### config.mk
export PLATFORM = sky130hd
export DESIGN_NAME = sha_job_scheduler
export DESIGN_NICKNAME = d
export VERILOG_FILES = /design/src/rtl/sha_sched_pkg.sv /design/src/rtl/sha_job_fifo.sv /design/src/rtl/sha_job_scheduler.sv
export SDC_FILE = /design/constraint.sdc
export NUM_CORES = 1
export LEC_CHECK = 0
export ABC_AREA = 1
export BUFFER_PORTS_ARGS = -buffer_cell sky130_fd_sc_hd__buf_4
export CAP_MARGIN = 10
export CORE_ASPECT_RATIO = 0.9
export CORE_MARGIN = 8
export CORE_UTILIZATION = 23
export DETAILED_ROUTE_END_ITERATION = 7
export PLACE_DENSITY = 0.49
export SLEW_MARGIN = 5
export SYNTH_ARGS = -nofsm -noshare
export SYNTH_HDL_FRONTEND = slang
export SYNTH_HIERARCHICAL = 1
export SYNTH_SLANG_ARGS = --single-unit
### constraint.sdc
create_clock -name clk -period 2.77 [get_ports clk]
set_clock_uncertainty 0.2 [all_clocks]
set_input_delay 0.554 -clock clk [delete_from_list [all_inputs] [get_ports clk]]
set_output_delay 0.554 -clock clk [all_outputs]
set_load 0.01 [all_outputs]
### src/rtl/sha_sched_pkg.sv
// Shared types and parameter defaults for the SHA job scheduler and its job FIFO.
package sha_sched_pkg;

  localparam int DEPTH_DEF   = 4;
  localparam int TIMEOUT_DEF = 1024;

  typedef enum logic [2:0] {
    S_IDLE,
    S_ISSUE,
    S_WAIT_BUSY,
    S_WAIT_DONE,
    S_ERROR
  } sched_state_t;

  typedef struct packed {
    logic [15:0] msg_addr;
    logic [15:0] out_addr;
  } job_t;

endpackage

### src/rtl/sha_job_fifo.sv
// Synchronous job FIFO: read/write pointers plus an occupancy count.
// Full is judged on the pre-pop occupancy, so ready never waits on a same-cycle pop.
module sha_job_fifo
  import sha_sched_pkg::*;
#(
  parameter int DEPTH = DEPTH_DEF
) (
  input  logic clk,
  input  logic reset,
  input  logic push,
  input  job_t din,
  input  logic pop,
  output job_t dout,
  output logic full,
  output logic empty
);

  localparam int AW = $clog2(DEPTH);

  job_t          mem [DEPTH];
  logic [AW-1:0] rd_ptr;
  logic [AW-1:0] wr_ptr;
  logic [AW:0]   count;
  logic          do_push;
  logic          do_pop;

  assign full    = (count == (AW+1)'(DEPTH));
  assign empty   = (count == '0);
  assign do_push = push && !full;
  assign do_pop  = pop && !empty;
  assign dout    = mem[rd_ptr];

  always_ff @(posedge clk) begin
    if (reset) begin
      rd_ptr <= '0;
      wr_ptr <= '0;
      count  <= '0;
    end else begin
      if (do_push) wr_ptr <= wr_ptr + 1'b1;
      if (do_pop)  rd_ptr <= rd_ptr + 1'b1;
      if (do_push && !do_pop)      count <= count + 1'b1;
      else if (!do_push && do_pop) count <= count - 1'b1;
    end
  end

  // Storage needs no reset; the count alone defines which entries are live.
  always_ff @(posedge clk) begin
    if (do_push) mem[wr_ptr] <= din;
  end

endmodule

### src/rtl/sha_job_scheduler.sv
// Queues hash jobs and sequences them one at a time onto an external SHA core.
//
//   state       | meaning
//   ------------+-----------------------------------------------------------
//   S_IDLE      | waiting for a queued job and an idle core
//   S_ISSUE     | core_start high for this single cycle, timer cleared
//   S_WAIT_BUSY | waiting for the core to drop core_done
//   S_WAIT_DONE | waiting for the core to raise core_done again
//   S_ERROR     | core exceeded TIMEOUT; held until clr_err
module sha_job_scheduler
  import sha_sched_pkg::*;
#(
  parameter int DEPTH   = DEPTH_DEF,
  parameter int TIMEOUT = TIMEOUT_DEF
) (
  input  logic        clk,
  input  logic        reset,
  input  logic        job_valid,
  output logic        job_ready,
  input  logic [15:0] job_msg_addr,
  input  logic [15:0] job_out_addr,
  output logic        core_start,
  output logic [15:0] core_message_addr,
  output logic [15:0] core_output_addr,
  input  logic        core_done,
  output logic        cmp_valid,
  output logic [15:0] cmp_out_addr,
  output logic [15:0] jobs_done,
  output logic        busy,
  output logic        err,
  input  logic        clr_err
);

  localparam int            TW     = $clog2(TIMEOUT + 1);
  localparam logic [TW-1:0] TLIMIT = TW'(TIMEOUT);

  sched_state_t  state;
  logic [TW-1:0] timer;
  logic [TW-1:0] timer_inc;
  job_t          job_in;
  job_t          head;
  logic          fifo_full;
  logic          fifo_empty;
  logic          pop;

  assign job_in.msg_addr = job_msg_addr;
  assign job_in.out_addr = job_out_addr;
  assign job_ready       = !fifo_full;
  assign busy            = (state != S_IDLE) || !fifo_empty;
  assign timer_inc       = timer + 1'b1;
  // Holding off while cmp_valid is up guarantees a full IDLE cycle between jobs.
  assign pop = (state == S_IDLE) && !fifo_empty && core_done && !cmp_valid;

  sha_job_fifo #(.DEPTH(DEPTH)) u_fifo (
    .clk   (clk),
    .reset (reset),
    .push  (job_valid),
    .din   (job_in),
    .pop   (pop),
    .dout  (head),
    .full  (fifo_full),
    .empty (fifo_empty)
  );

  always_ff @(posedge clk) begin
    if (reset) begin
      state             <= S_IDLE;
      timer             <= '0;
      core_start        <= 1'b0;
      core_message_addr <= '0;
      core_output_addr  <= '0;
      cmp_valid         <= 1'b0;
      cmp_out_addr      <= '0;
      jobs_done         <= '0;
      err               <= 1'b0;
    end else begin
      core_start <= 1'b0;
      cmp_valid  <= 1'b0;
      unique case (state)
        S_IDLE: begin
          if (pop) begin
            state             <= S_ISSUE;
            core_start        <= 1'b1;
            core_message_addr <= head.msg_addr;
            core_output_addr  <= head.out_addr;
          end
        end
        S_ISSUE: begin
          timer <= '0;
          state <= S_WAIT_BUSY;
        end
        // Timeout wins over a same-cycle core_done change.
        S_WAIT_BUSY: begin
          timer <= timer_inc;
          if (timer_inc == TLIMIT) begin
            state <= S_ERROR;
            err   <= 1'b1;
          end else if (!core_done) begin
            state <= S_WAIT_DONE;
          end
        end
        S_WAIT_DONE: begin
          timer <= timer_inc;
          if (timer_inc == TLIMIT) begin
            state <= S_ERROR;
            err   <= 1'b1;
          end else if (core_done) begin
            state        <= S_IDLE;
            cmp_valid    <= 1'b1;
            cmp_out_addr <= core_output_addr;
            jobs_done    <= jobs_done + 1'b1;
          end
        end
        S_ERROR: begin
          if (clr_err) begin
            err   <= 1'b0;
            state <= S_IDLE;
          end
        end
        default: state <= S_IDLE;
      endcase
    end
  end

endmodule

; After elaboration in Yosys (flattened, before gate mapping)
; Memories as Yosys holds them, arrays and structs flattened. A register that Yosys moved wholly into a read port is not among the register bits.
; Index checks and enable logic that the tools add are counted.
; Widths: inputs -> output; s select.
[word_totals]
word_cells = 74
mem_bits_ro = 0
mem_count = 1
latchBits = 0
out_inout_bits = 69
in_bits = 37
ramBits = 128
ff_bits = 56
[mem_list]
columns = name, words, word_bits, read_ports, rd_ports_with_merged_regs, wr, line
row1 = u_fifo.mem, 4, 32, 1, 1, 1, sha_job_fifo.sv:20  ; job_t mem [DEPTH];
[classes]
reduce_logical = 26
n_bitwise = 3
magnitude_cmp = 0
n_mul = 0
n_eq_ne = 11
shift = 0
mux = 17
n_div = 0
addsub = 6
[op_table]
columns = cell, n
row1 = $mux 3, 8
row2 = $pmux 11 s2, 1
row3 = $add 16x1->16 const B, 1
row4 = $pmux 3 s5, 1
row5 = $add 11x1->11 const B, 1
row6 = $eq 11x11->1 const B, 1
row7 = $logic_and 1x1->1, 7
row8 = $eq 3x2->1 const B, 2
row9 = $eq 3x3->1 const B, 2
row10 = $logic_not 3->1, 2
row11 = $mux 1, 6
row12 = $ne 3x3->1 const B, 2
row13 = $reduce_and 3->1, 2
row14 = $reduce_bool 2->1, 3
row15 = $logic_not 1->1, 5
row16 = $add 2x1->2 const B, 2
row17 = $ne 2x1->1 const B, 2
row18 = $reduce_and 4->1, 1
row19 = $reduce_or 2->1, 2
row20 = $add 3x1->3 const B, 1
row21 = $eq 3x1->1 const B, 1
row22 = $not 1->1, 3
row23 = $reduce_bool 3->1, 1
row24 = $reduce_or 3->1, 1
row25 = 5 further kinds, 5

; Longest topological paths before layout
; Gate-level depths: netlist of the first run.
[depth]
ltp_word = 9
depth_mapped = 17
mapped_depth_nobuf = 16

; Hierarchy
; Netlist of the first run, hierarchy kept.
[modules_own_cells]
columns = mod, instances, seq_area_each_um2, cells_per_inst, area_per_inst_um2
row1 = sha_job_fifo, 1, 4023.9, 379, 5270.1
row2 = sha_job_scheduler, 1, 1621.6, 495, 3518.4

; Least setup slack after synthesis of the first run
; No wires, ideal clock.
[synth_timing]
path_kind = register to register
from = register u_fifo.count[0]
to = register u_fifo.count[1]
t_arrival_ps = 2408
path_stages_with_launch = 14
n_path_buf = 1
path_slack_ps = 46
synth_period_minus_slack_ps = 2724
required_ps = 2454
setup_ps = 116
path_cell_list = dfxtp_1 -> nor2_2 -> nand2_1 -> inv_1 -> nor3b_1 -> nand2_1 -> inv_1 -> buf_1 -> nand2_1 -> ha_1 -> inv_1 -> fa_1 -> o21ai_0 -> nor2_1
[synth_between]
elab_chain_len = 9
word_cells_on_any_way = 18
cone_classes = add/sub (2) / eq/ne (1) / mux (2) / reduce/logical (13)
[synth_rtl]
columns = item, line
row1 = start: declaration, sha_job_fifo.sv:23  ; logic [AW:0] count;
row2 = start signal: assignment, sha_job_fifo.sv:41  ; if (do_push && !do_pop) count <= count + 1'b1;
row3 = start signal: assignment, sha_job_fifo.sv:42  ; else if (!do_push && do_pop) count <= count - 1'b1;
row4 = $logic_not 3->1 *, sha_job_fifo.sv:28  ; assign empty = (count == '0);
row5 = net fifo_empty, sha_job_scheduler.sv:43  ; logic fifo_empty;
row6 = $logic_not 1->1 *, sha_job_scheduler.sv:52  ; assign pop = (state == S_IDLE) && !fifo_empty && core_done && !cmp_valid;
row7 = $logic_and 1x1->1 * (3 in series), sha_job_scheduler.sv:52
row8 = net pop, sha_job_scheduler.sv:44  ; logic pop;
row9 = $logic_and 1x1->1 *, sha_job_fifo.sv:30  ; assign do_pop = pop && !empty;
row10 = $logic_not 1->1, sha_job_fifo.sv:41
row11 = $logic_and 1x1->1, sha_job_fifo.sv:41
row12 = $mux 3 / $reduce_bool 2->1 (equally long branches), n/a
; Mark *: on every way through the listed nets, which the timed path passes. The rest lies on a longest branch. The select of a mux whose other input is x is not followed.
; A chain may end at the register's enable or synchronous reset.

; Worst setup path after layout of the first run
[layout_timing]
from = register u_fifo.count[1]
to = register u_fifo.count[1]
[layout_between]
elab_chain_len = 9
word_cells_on_any_way = 18
cone_classes = add/sub (2) / eq/ne (1) / mux (2) / reduce/logical (13)
[layout_rtl]
columns = item, line
row1 = $logic_not 3->1 *, sha_job_fifo.sv:28
row2 = net fifo_empty, sha_job_scheduler.sv:43
row3 = $logic_not 1->1 *, "sha_job_fifo.sv:30, sha_job_scheduler.sv:52"
row4 = $logic_and 1x1->1 (3 in series), sha_job_scheduler.sv:52
row5 = $logic_and 1x1->1 *, sha_job_fifo.sv:30
row6 = $logic_not 1->1, sha_job_fifo.sv:41
row7 = $logic_and 1x1->1, sha_job_fifo.sv:41
row8 = $mux 3 / $reduce_bool 2->1 (equally long branches), n/a
; Marked as above.

==> reports/qor.txt, run 1 <==
TritonCTS clock tree: done
Post-Synthesis Net Count: 919
Final setup viols: 0
Grt met1 use: 13.76%
Share of post-route cells with drive strength above 1: 17.69%
DIE AREA: 44730 µm²
LEAKAGE: 0.004083 µW
Num CTS Buffers: 25
Synth async-reset ratio: 0%
Vias: 6521
Largest net degree at the start of global routing: 65
Seq cells post-synth: 218
Vias per Instance: 4.282
CP max stage cell: fa_1
Vias in the first global route: 6393
R2r setup slk: 350 ps
Post-synthesis cell type count: 33
Antenna-violating nets left: 0
Top FF cell, synth: edfxtp_1
Global-route wire length before repair: 36.85 mm
Power Dens Cells: 856.8 nW/µm²
Sequential area share after synthesis: 64.24%
Clock Sink Count: 218
Max_slew headroom: 54.98%
Reg clk slew, reported paths: 60 ps
CTS root buf: clkbuf_16
# Max-Cap Violations: 0
DIE WIDTH: 222.1 µm
Max VDD drop: 0.0004375 V
Status: completed
Total wire length: 23.20 mm
WS Path Type: reg2reg
Final Hold Viols: 0
First-pass DRT Iterations: 5
Worst setup EP type: register
Hold path start: job_out_addr[3]
GR peak layer: met2
H-tree levels: 1
Buf/Inv on CP: 3
CTS resizes: 0
Placed Cells: 1445
Final Non-Filler Cells: 1523
Period minus WS final: 2423 ps
Crit-path max FO: 4
Largest delay share family, worst path: simple AND/OR/NAND/NOR gates
Worst Setup Start Kind: register
Std cell rows: 68
RD Place Congestion: 0.7621
Overflow after GRT: 0
PortBufs: 105
Initial antenna violation count: 5
DR DRC count: 0
Area Growth Syn to Fin: 28.13%
Syn Area/Cell: 10.06 µm²
Met2 Track Usage GR: 16.20%
Pins Over Slew Limit: 0
Worst path max stage delay: 410 ps
Met3 Usage GRT: 2.722%
Slew @ Worst Pin: 674.3 ps
Yosys warns: 6
Arrival time worst endpoint: 2650 ps
Period utilization: 87.47%
Ports: 106
Fin nets: 1055
Clock Path Buffers: 3
Setup tns final: 0 ps
Clock insertion delay at the later pin of the skew report: 540 ps
GRT Total Usage: 10.18%
Starting DRT DRC Count: 387
Number of flops mapped to enable cells by yosys: 128
Fmax: 0.4127 GHz
Hold depth: 1
Cells after Synth: 874
Critical path data required time: 3000 ps
Height of the chip: 201.4 µm
Hold EP: u_fifo/mem[1][3]
RSZ-0062 raised after global routing: false
Worst r2r path cells: 12
FF-to-FF End: u_fifo/count[1]
Core footprint: 38030 µm²
Detailed Place HPWL: 14.38 mm
Worst path cell trace: nor2_2, nand2_1, inv_1, nor3b_1, nand2_1, inv_1, nand2_1, ha_1, inv_1, fa_1, o21ai_0, nor2_1
Cell area after synthesis: 8788 µm²
Routed wire per std cell: 15.23 µm
Critical R2R Launch: u_fifo/count[1]
Initial core utilization: 23.11%
HP Class: in2reg
[cell usage after synthesis (3+ instances only)]
cell type | instances | area [µm²]
nand2_2 | 3 | 18.77
nand3_1 | 17 | 85.08
o21ai_1 | 29 | 145.1
nand4_1 | 6 | 37.54
buf_6 | 13 | 146.4
buf_1 | 3 | 11.26
dfxtp_1 | 90 | 1802
inv_1 | 50 | 187.7
nor2_4 | 3 | 33.78
clkbuf_1 | 14 | 52.55
edfxtp_1 | 128 | 3844
nand3b_1 | 3 | 22.52
inv_2 | 3 | 11.26
buf_4 | 5 | 37.54
buf_2 | 6 | 30.03
o21ai_0 | 79 | 395.4
o22ai_1 | 32 | 200.2
nand2_1 | 135 | 506.7
nor2_2 | 3 | 18.77
xor2_1 | 10 | 87.58
ha_1 | 7 | 87.58
nor3_1 | 13 | 65.06
nor2_1 | 165 | 619.3
a21oi_1 | 46 | 230.2
[worst register-to-register path, stage by stage, from the launching register on]
cell	delay, ps
dfxtp_1	390
nor2_2	70
nand2_1	120
inv_1	80
nor3b_1	260
nand2_1	110
inv_1	80
nand2_1	90
ha_1	210
inv_1	90
fa_1	410
o21ai_0	170
nor2_1	50
[registers in the layout, indices dropped and copies added, names as in the netlist, named ones only]
signal	flops
u_fifo/mem	128
cmp_out_addr	16
core_message_addr	16
core_output_addr	16
jobs_done	16
timer	11
state	3
u_fifo/count	3
u_fifo/rd_ptr	2
u_fifo/wr_ptr	2
cmp_valid	1
core_start	1
err	1
[per-layer routing]
metal  share of wire, %  wire (µm)  up-vias
met4                1.9        435        2
met1                 49      11320     3079
met3                5.3       1234       34
met5              0.056         13        -
met2                 44      10200      146
li1                   -          -     3260
[placed cells by master (no fill, tap or decap), types with 3 or more instances in the layout]
cell type and count:
o22ai_1 32, nand4_1 6, nand2_2 3, nor2_4 7, clkbuf_16 25, buf_4 118
dfxtp_1 89, clkinv_2 5, o21ai_0 79, a21oi_1 46, bufinv_16 3, nor3_1 13
dlygate4sd3_1 28, nand3b_1 3, o21ai_1 29, inv_1 50, buf_12 4, ha_1 7
xor2_1 10, clkbuf_8 3, nor2_1 161, nand2_1 135, nand3_1 17, inv_2 3
edfxtp_1 128, diode_2 4, clkbuf_1 4, nor2_2 3
[cell families (layout without fill, tap and decap cells)]
family,Yosys count,count (layout),synth area share (%)
and+or+nand+nor,351,351,16.42
other,0,4,0
xor gates and xnor gates,12,12,1.196
AOI/OAI and AO/OA,190,190,11.38
DFF,218,218,64.24
buffers and inverters,95,250,5.552
adders and majority gates,8,8,1.224
[worst max path at each step]
stage                    start         endpoint  slack (ps)  depth (start not counted)
3_3_place_gp         core_done  u_fifo/count[1]         390                         10
2_1_floorplan  u_fifo/count[0]  u_fifo/count[1]          50                         13
3_5_place_dp         core_done  u_fifo/count[1]         350                         10
5_1_grt        u_fifo/count[0]  u_fifo/count[1]         120                         12
6_report       u_fifo/count[1]  u_fifo/count[1]         350                         12
4_1_cts        u_fifo/count[0]  u_fifo/count[1]         350                         12
[cell type report]
class,count,area (µm²)
Antenna cell,4,10.01
Clock buffer,32,681.9
Clock inverter,14,167.7
Fill cell,3914,26770
Inverter,54,210.2
Multi-Input combinational cell,561,2685
Sequential cell,218,5647
Tap cell,490,613.1
Timing Repair Buffer,150,1246
[per-stage QoR]
| stage | utilization (%) | hold slack (ps) | total power [µW] | setup WS (ps) | area (µm²) |
|---|---|---|---|---|---|
| 2_1_floorplan | - | 258.7 | 5460 | 46.14 | 8788 |
| 3_3_place_gp | 26.61 | 254.7 | 6350 | 388.4 | 10120 |
| 3_5_place_dp | 26.61 | 258.7 | 6354 | 354.2 | 10120 |
| 4_1_cts | 29.58 | 1.494 | 9824 | 345.8 | 11250 |
| 5_1_grt | 29.61 | 2.216 | 10210 | 118.2 | 11260 |
| 6_report | 29.61 | 28.02 | 9648 | 347.1 | 11260 |
[where the power goes]
group / internal, µW / switching (µW) / total, µW
Clock: 2040 / 1340 / 3380
Sequential: 3900 / 283 / 4190
Combinational: 782 / 1300 / 2080
Total: 6720 / 2930 / 9650
[repair_timing]
action | CTS | global route
endpoints found under the hold margin | 107 | 0
setup buffers | 0 | 0
hold buffers | 28 | 0
(Power assumes the default switching activity.)
==> run 2, diff against run 1 <==
- RECOVER_POWER: not set -> 25
==> run 2 against run 1 <==
Core utilization decreased by 0.26 points. Worst hold slack gained 90 ps. Via count is 0.37% lower. Register-to-register slack hardly changed. Die area did not move. Fmax decreased by 0.13%. Clock power about the same. Sequential share of layout area is 0.44 points higher. Non-clock buffer count unchanged. Routed wire length grew 0.11%. Critical path depth stayed put.
==> reports/qor.txt, run 2 (synthesis results as in run 1) <==
Clock Sink Count: 218 (unchanged)
Hold path start: job_valid
Largest net degree at the start of global routing: 65 (unchanged)
Vias: 6497 (-0.37%)
DIE WIDTH: 222.1 µm (unchanged)
Reg clk slew, reported paths: 60 ps (about the same)
Status: completed
Commonest cells after routing, fill and taps aside: nor2_1 (161), nand2_1 (135), edfxtp_1 (128)
Period utilization: 87.58% (+0.11 points)
Detailed Place HPWL: 14.38 mm (unchanged)
RD Place Congestion: 0.7621 (unchanged)
TritonCTS clock tree: done
Share of post-route cells with drive strength above 1: 15.16% (-2.5 points)
Setup WS post-layout: 343.9 ps (-3.155 ps)
Vias per Instance: 4.266 (-0.37%)
Commonest non-fill, non-tap cell in the layout: nor2_1
Initial antenna violation count: 5 (unchanged)
Clock insertion delay at the later pin of the skew report: 540 ps (about the same)
Total wire length: 23.22 mm (+0.11%)
# Max-Cap Violations: 0 (unchanged)
R2r setup slk: 340 ps (about the same)
Critical R2R Launch: u_fifo/count[0]
RSZ-0062 raised after global routing: false
Antenna-violating nets left: 0 (unchanged)
Worst setup EP type: register
Post-CTS Setup Repair Bufs: 0 (unchanged)
Slew @ Worst Pin: 677.5 ps (+3.199 ps)
Vias in the first global route: 6393 (unchanged)
CTS resizes: 0 (unchanged)
Fin nets: 1055 (unchanged)
Period minus WS final: 2426 ps (+3.155 ps)
GRT Total Usage: 10.18% (unchanged)
Setup tns final: 0 ps (unchanged)
Core footprint: 38030 µm² (unchanged)
FF-to-FF End: u_fifo/count[1]
Initial core utilization: 23.11% (unchanged)
Starting DRT DRC Count: 382 (-1.3%)
Area Growth Syn to Fin: 27.02%
Hold EP: u_fifo/wr_ptr[0]
Worst Setup Start Kind: register
Overflow after GRT: 0 (unchanged)
HP Class: in2reg
DR DRC count: 0 (unchanged)
Fmax: 0.4122 GHz (-0.13%)
Std cell rows: 68 (unchanged)
Global-route wire length before repair: 36.85 mm (unchanged)
Pins Over Slew Limit: 0 (unchanged)
Max VDD drop: 0.0004353 V (-0.50%)
Worst r2r path cells: 12 (unchanged)
Placed inst area: 10120 µm² (unchanged)
Final setup viols: 0 (unchanged)
CTS root buf: clkbuf_16
Pre-CTS setup slack: 354.2 ps (unchanged)
H-tree levels: 1 (unchanged)
First-pass DRT Iterations: 4 (-1)
Arrival time worst endpoint: 2660 ps (about the same)
LEAKAGE: 0.003989 µW (-2.3%)
Max reg flops: 128 (unchanged)
Critical path data required time: 3000 ps (about the same)
Crit-path max FO: 4 (unchanged)
Final Hold Viols: 0 (unchanged)
Power Dens Cells: 862.8 nW/µm² (+0.70%)
PortBufs: 105 (unchanged)
Max_slew headroom: 54.77% (-0.21 points)
Clock Path Buffers: 3 (unchanged)
Routed wire per std cell: 15.25 µm (+0.11%)
WS Path Type: reg2reg
Most flop-heavy register: u_fifo/mem
Ports: 106 (unchanged)
Post-route cell area: 11160 µm² (-0.87%)
DIE AREA: 44730 µm² (unchanged)
Num CTS Buffers: 25 (unchanged)
Hold depth: 4 (+3)
Height of the chip: 201.4 µm (unchanged)
[run 2: cell type report]
| cell class | instances | area (µm²) |
|---|---|---|
| Fill cell | 3940 | 26870 |
| Sequential cell | 218 | 5647 |
| Multi-Input combinational cell | 561 | 2685 |
| Timing Repair Buffer | 150 | 1149 |
| Clock buffer | 32 | 681.9 |
| Tap cell | 490 | 613.1 |
| Inverter | 54 | 210.2 |
| Clock inverter | 14 | 167.7 |
| Antenna cell | 4 | 10.01 |
[run 2: metal layers]
metal  vias up  global-route usage [%]  part of all wire, %
met4         2                   2.129                  1.9
li1       3257                       -                    -
met1      3077                   13.76                   50
met3        35                   2.722                  4.7
met5         -                       0                0.056
met2       126                   16.20                   44
[run 2: repair_timing]
| item | 4_1_cts | 5_1_grt |
|---|---|---|
| setup endpoints to repair | 0 | 0 |
| endpoints found under the hold margin | 107 | 0 |
| hold buffers | 28 | 0 |
[run 2: stage by stage]
step / power [µW] / utilization (%) / hold WS, ps / std cells
6_report: 9632 / 29.35 / 117.5 / 1523
5_1_grt: 10200 / 29.35 / 101.7 / 1523
4_1_cts: 9824 / 29.58 / 1.494 / 1519
3_5_place_dp: 6354 / 26.61 / 258.7 / 1445
3_3_place_gp: 6350 / 26.61 / 254.7 / 1445
2_1_floorplan: 5460 / - / 258.7 / 874
[run 2: power breakdown]
group	switching, µW	internal, µW	total, µW
combinational	1300	766	2070
sequential	285	3900	4190
clock	1340	2040	3380
[run 2: worst max path at each step]
stage / start / to
2_1_floorplan: u_fifo/count[0] / u_fifo/count[1]
3_3_place_gp: core_done / u_fifo/count[1]
3_5_place_dp: core_done / u_fifo/count[1]
4_1_cts: u_fifo/count[0] / u_fifo/count[1]
5_1_grt: u_fifo/count[0] / u_fifo/count[1]
6_report: u_fifo/count[0] / u_fifo/count[1]
[run 2: critical path, cell delays in order (launching register included)]
cell	delay, ps
dfxtp_1	400
nor2_2	60
nand2_1	110
inv_1	80
nor3b_1	260
nand2_1	110
inv_1	80
nand2_1	90
ha_1	210
inv_1	90
fa_1	410
o21ai_0	170
nor2_1	50
==> run 3, diff against run 2 <==
- BUFFER_PORTS_ARGS: -buffer_cell sky130_fd_sc_hd__buf_4 -> -buffer_cell sky130_fd_sc_hd__buf_2
- SETUP_SLACK_MARGIN: not set -> 0.1
- SYNTH_HIERARCHICAL: 1 -> not set
==> run 3 against run 2 <==
Power down 2.1%. Clock power barely moved. Worst hold slack worse by 41 ps. Routed wire length grew 0.51%. Cell area is 3.1% lower.
==> reports/qor.txt, run 3 <==
Max_slew headroom: 49.58% (-5.2 points)
TritonCTS clock tree: done
Reg clk slew, reported paths: 50 ps (about the same)
Cell area after synthesis: 8574 µm² (-2.4%)
RD Place Congestion: 0.7911 (+3.8%)
Power Dens Cells: 871.8 nW/µm² (+1.0%)
Commonest non-fill, non-tap cell in the layout: nor2_1
H-tree levels: 1 (unchanged)
Yosys warns: 0 (-6)
Core footprint: 36970 µm² (-2.8%)
Max VDD drop: 0.0003482 V (-20%)
Top FF cell, synth: edfxtp_1
CP max stage cell: dfxtp_1
Area leader, netlist: edfxtp_1
WS Path Type: reg2out
Buf/Inv on CP: 2 (-1)
Post-Synthesis Net Count: 911 (-0.87%)
Sequential area share after synthesis: 65.37% (+1.1 points)
Clock Sink Count: 216 (-0.92%)
Status: completed
Clock insertion delay at the later pin of the skew report: 540 ps (about the same)
Power, Total: 9425 µW (-2.1%)
Detailed Place HPWL: 14.38 mm (about the same)
Share of post-route cells with drive strength above 1: 14.80% (-0.36 points)
Setup tns final: 0 ps (unchanged)
Largest delay share family, worst path: simple AND/OR/NAND/NOR gates
Top-area cell type share of the netlist area: 44.83% (+1.1 points)
Cells after Synth: 866 (-0.92%)
Initial core utilization: 23.19% (+0.085 points)
Std cell rows: 67 (-1.5%)
Max reg flops: 128 (unchanged)
Most flop-heavy register: u_fifo.mem
Overflow after GRT: 0 (unchanged)
Slew @ Worst Pin: 756.3 ps (+78.76 ps)
Final Hold Viols: 0 (unchanged)
Critical path data required time: 2020 ps (-980 ps)
Commonest cells after routing, fill and taps aside: nor2_1 (205), edfxtp_1 (128), o21ai_0 (127)
Worst Setup Start Kind: register
Num CTS Buffers: 27 (+8.0%)
Crit-path max FO: 4 (unchanged)
Initial antenna violation count: 4 (-1)
Syn Area/Cell: 9.901 µm² (-1.5%)
DIE WIDTH: 219.5 µm (-1.1%)
Pins Over Slew Limit: 0 (unchanged)
RSZ-0062 raised after global routing: false
Area Growth Syn to Fin: 26.09%
Most common cell on crit path: nor2_1
HP Class: in2reg
Routed wire per std cell: 15.51 µm (+1.7%)
First-pass DRT Iterations: 6 (+2)
Clock Path Buffers: 3 (unchanged)
Vias per Instance: 4.188 (-1.8%)
Worst path cell trace: nor2_1, inv_1, nor2_1, nand4_1, buf_2
# Max-Cap Violations: 0 (unchanged)
PortBufs: 105 (unchanged)
DR DRC count: 0 (unchanged)
Post-CTS Setup Repair Bufs: 0 (unchanged)
Post-synthesis cell type count: 31 (-6.1%)
Post-synth top cells: nor2_1 (210), edfxtp_1 (128), o21ai_0 (127), nand2_1 (90), dfxtp_1 (88)
Fmax: 0.4163 GHz (+1.0%)
Antenna-violating nets left: 0 (unchanged)
CTS root buf: clkbuf_16
Synth async-reset ratio: 0% (unchanged)
Worst path max stage delay: 330 ps (-80 ps)
Fill count: 3873 (-1.7%)
Global-route wire length before repair: 35.90 mm (-2.6%)
LEAKAGE: 0.003938 µW (-1.3%)
Starting DRT DRC Count: 339 (-11%)
Period utilization: 86.72% (-0.87 points)
Worst setup EP type: output pin
Number of flops mapped to enable cells by yosys: 128 (unchanged)
Period minus WS final: 2402 ps (-24.02 ps)
Count leader, synth: nor2_1
Height of the chip: 199.2 µm (-1.1%)
DIE AREA: 43720 µm² (-2.3%)
Largest net degree at the start of global routing: 66 (+1.5%)
Fin nets: 1044 (-1.0%)
Vias: 6303 (-3.0%)
Ports: 106 (unchanged)
Area contributors post-synth: edfxtp_1 (45%), dfxtp_1 (21%), nor2_1 (9.2%), o21ai_0 (7.4%), nand2_1 (3.9%)
Vias in the first global route: 6134 (-4.1%)
Arrival time worst endpoint: 1650 ps (-1010 ps)
Total wire length: 23.34 mm (+0.51%)
Final setup viols: 0 (unchanged)
Seq cells post-synth: 216 (-0.92%)
GRT Total Usage: 10.53% (+0.35 points)
==> run 3: cell count changes after synthesis, sizes merged, moves of 6 or more <==
cell    delta
a21oi     -10
a31oi     +32
buf       -14
clkbuf    +17
nand2     -47
nor2      +42
nor3       -6
o21ai     +19
o22ai     -32
xor2       -6
==> run 3: per-layer routing <==
metal	GRT usage [%]	share of wire [%]	routed length, µm	vias up
met3	3.677	7.7	1794	34
li1	-	-	-	3234
met4	2.124	1.5	350	4
met5	0	0.069	16	-
met2	17.11	45	10440	113
met1	13.43	46	10740	2918
==> run 3: worst paths after layout <==
| check | start | end | slack, ps | depth (start not counted) |
|---|---|---|---|---|
| worst max-delay path | state[0] | busy | 370 | 5 |
| worst min-delay path | job_out_addr[14] | u_fifo.mem[1][14] | 80 | 1 |
| worst max register to register | u_fifo.count[0] | u_fifo.count[2] | 380 | 10 |
| worst min register to register | cmp_out_addr[13] | cmp_out_addr[13] | 280 | 2 |
==> run 3: repair_timing <==
item	CTS	global route
gates resized for setup	0	2
setup endpoints to repair	0	18
hold endpoints to repair	89	0
hold buffers	26	0
==> run 3: power breakdown <==
group,switching [µW],internal (µW)
Sequential,242,3880
Combinational,1310,632
Clock,1340,2020
==> run 3: cell type report <==
class / instances / area (µm²) / area share [%]
inverter: 53 / 201.4 / 1.863
clock inverter: 14 / 136.4 / 1.261
sequential: 216 / 5608 / 51.87
timing repair buffer: 148 / 930.9 / 8.610
tap: 483 / 604.3 / 5.590
multi-input combinational: 553 / 2606 / 24.11
antenna: 2 / 5.005 / 0.04629
clock buffer: 36 / 719.4 / 6.654
==> run 3: metrics by stage <==
stage | setup slack [ps] | hold WS (ps) | cells | util, % | instance area (µm²)
2_1_floorplan | 6.660 | 259.0 | 866 | - | 8574
3_3_place_gp | 298.6 | 266.3 | 1427 | 26.29 | 9721
3_5_place_dp | 209.0 | 271.8 | 1427 | 26.29 | 9721
4_1_cts | 200.6 | 0.4733 | 1503 | 29.31 | 10840
5_1_grt | 137.7 | 79.11 | 1505 | 29.24 | 10810
6_report | 368.0 | 76.63 | 1505 | 29.24 | 10810
==> run 3: logic make-up after synthesis <==
group / synth area share, %
AOI/OAI and AO/OA: 12.33
xor gates and xnor gates: 0.6129
adders and majority gates: 1.255
buffers and inverters: 4.669
DFF: 65.37
and+or+nand+nor: 15.76
==> run 3: worst register-to-register path, delay by kind of cell (launching register included) <==
family                     cells  cell delay (ps)
DFF                            1              360
AOI/OAI and AO/OA              5              970
adders and majority gates      2              540
and+or+nand+nor                1               50
buffers and inverters          2              180
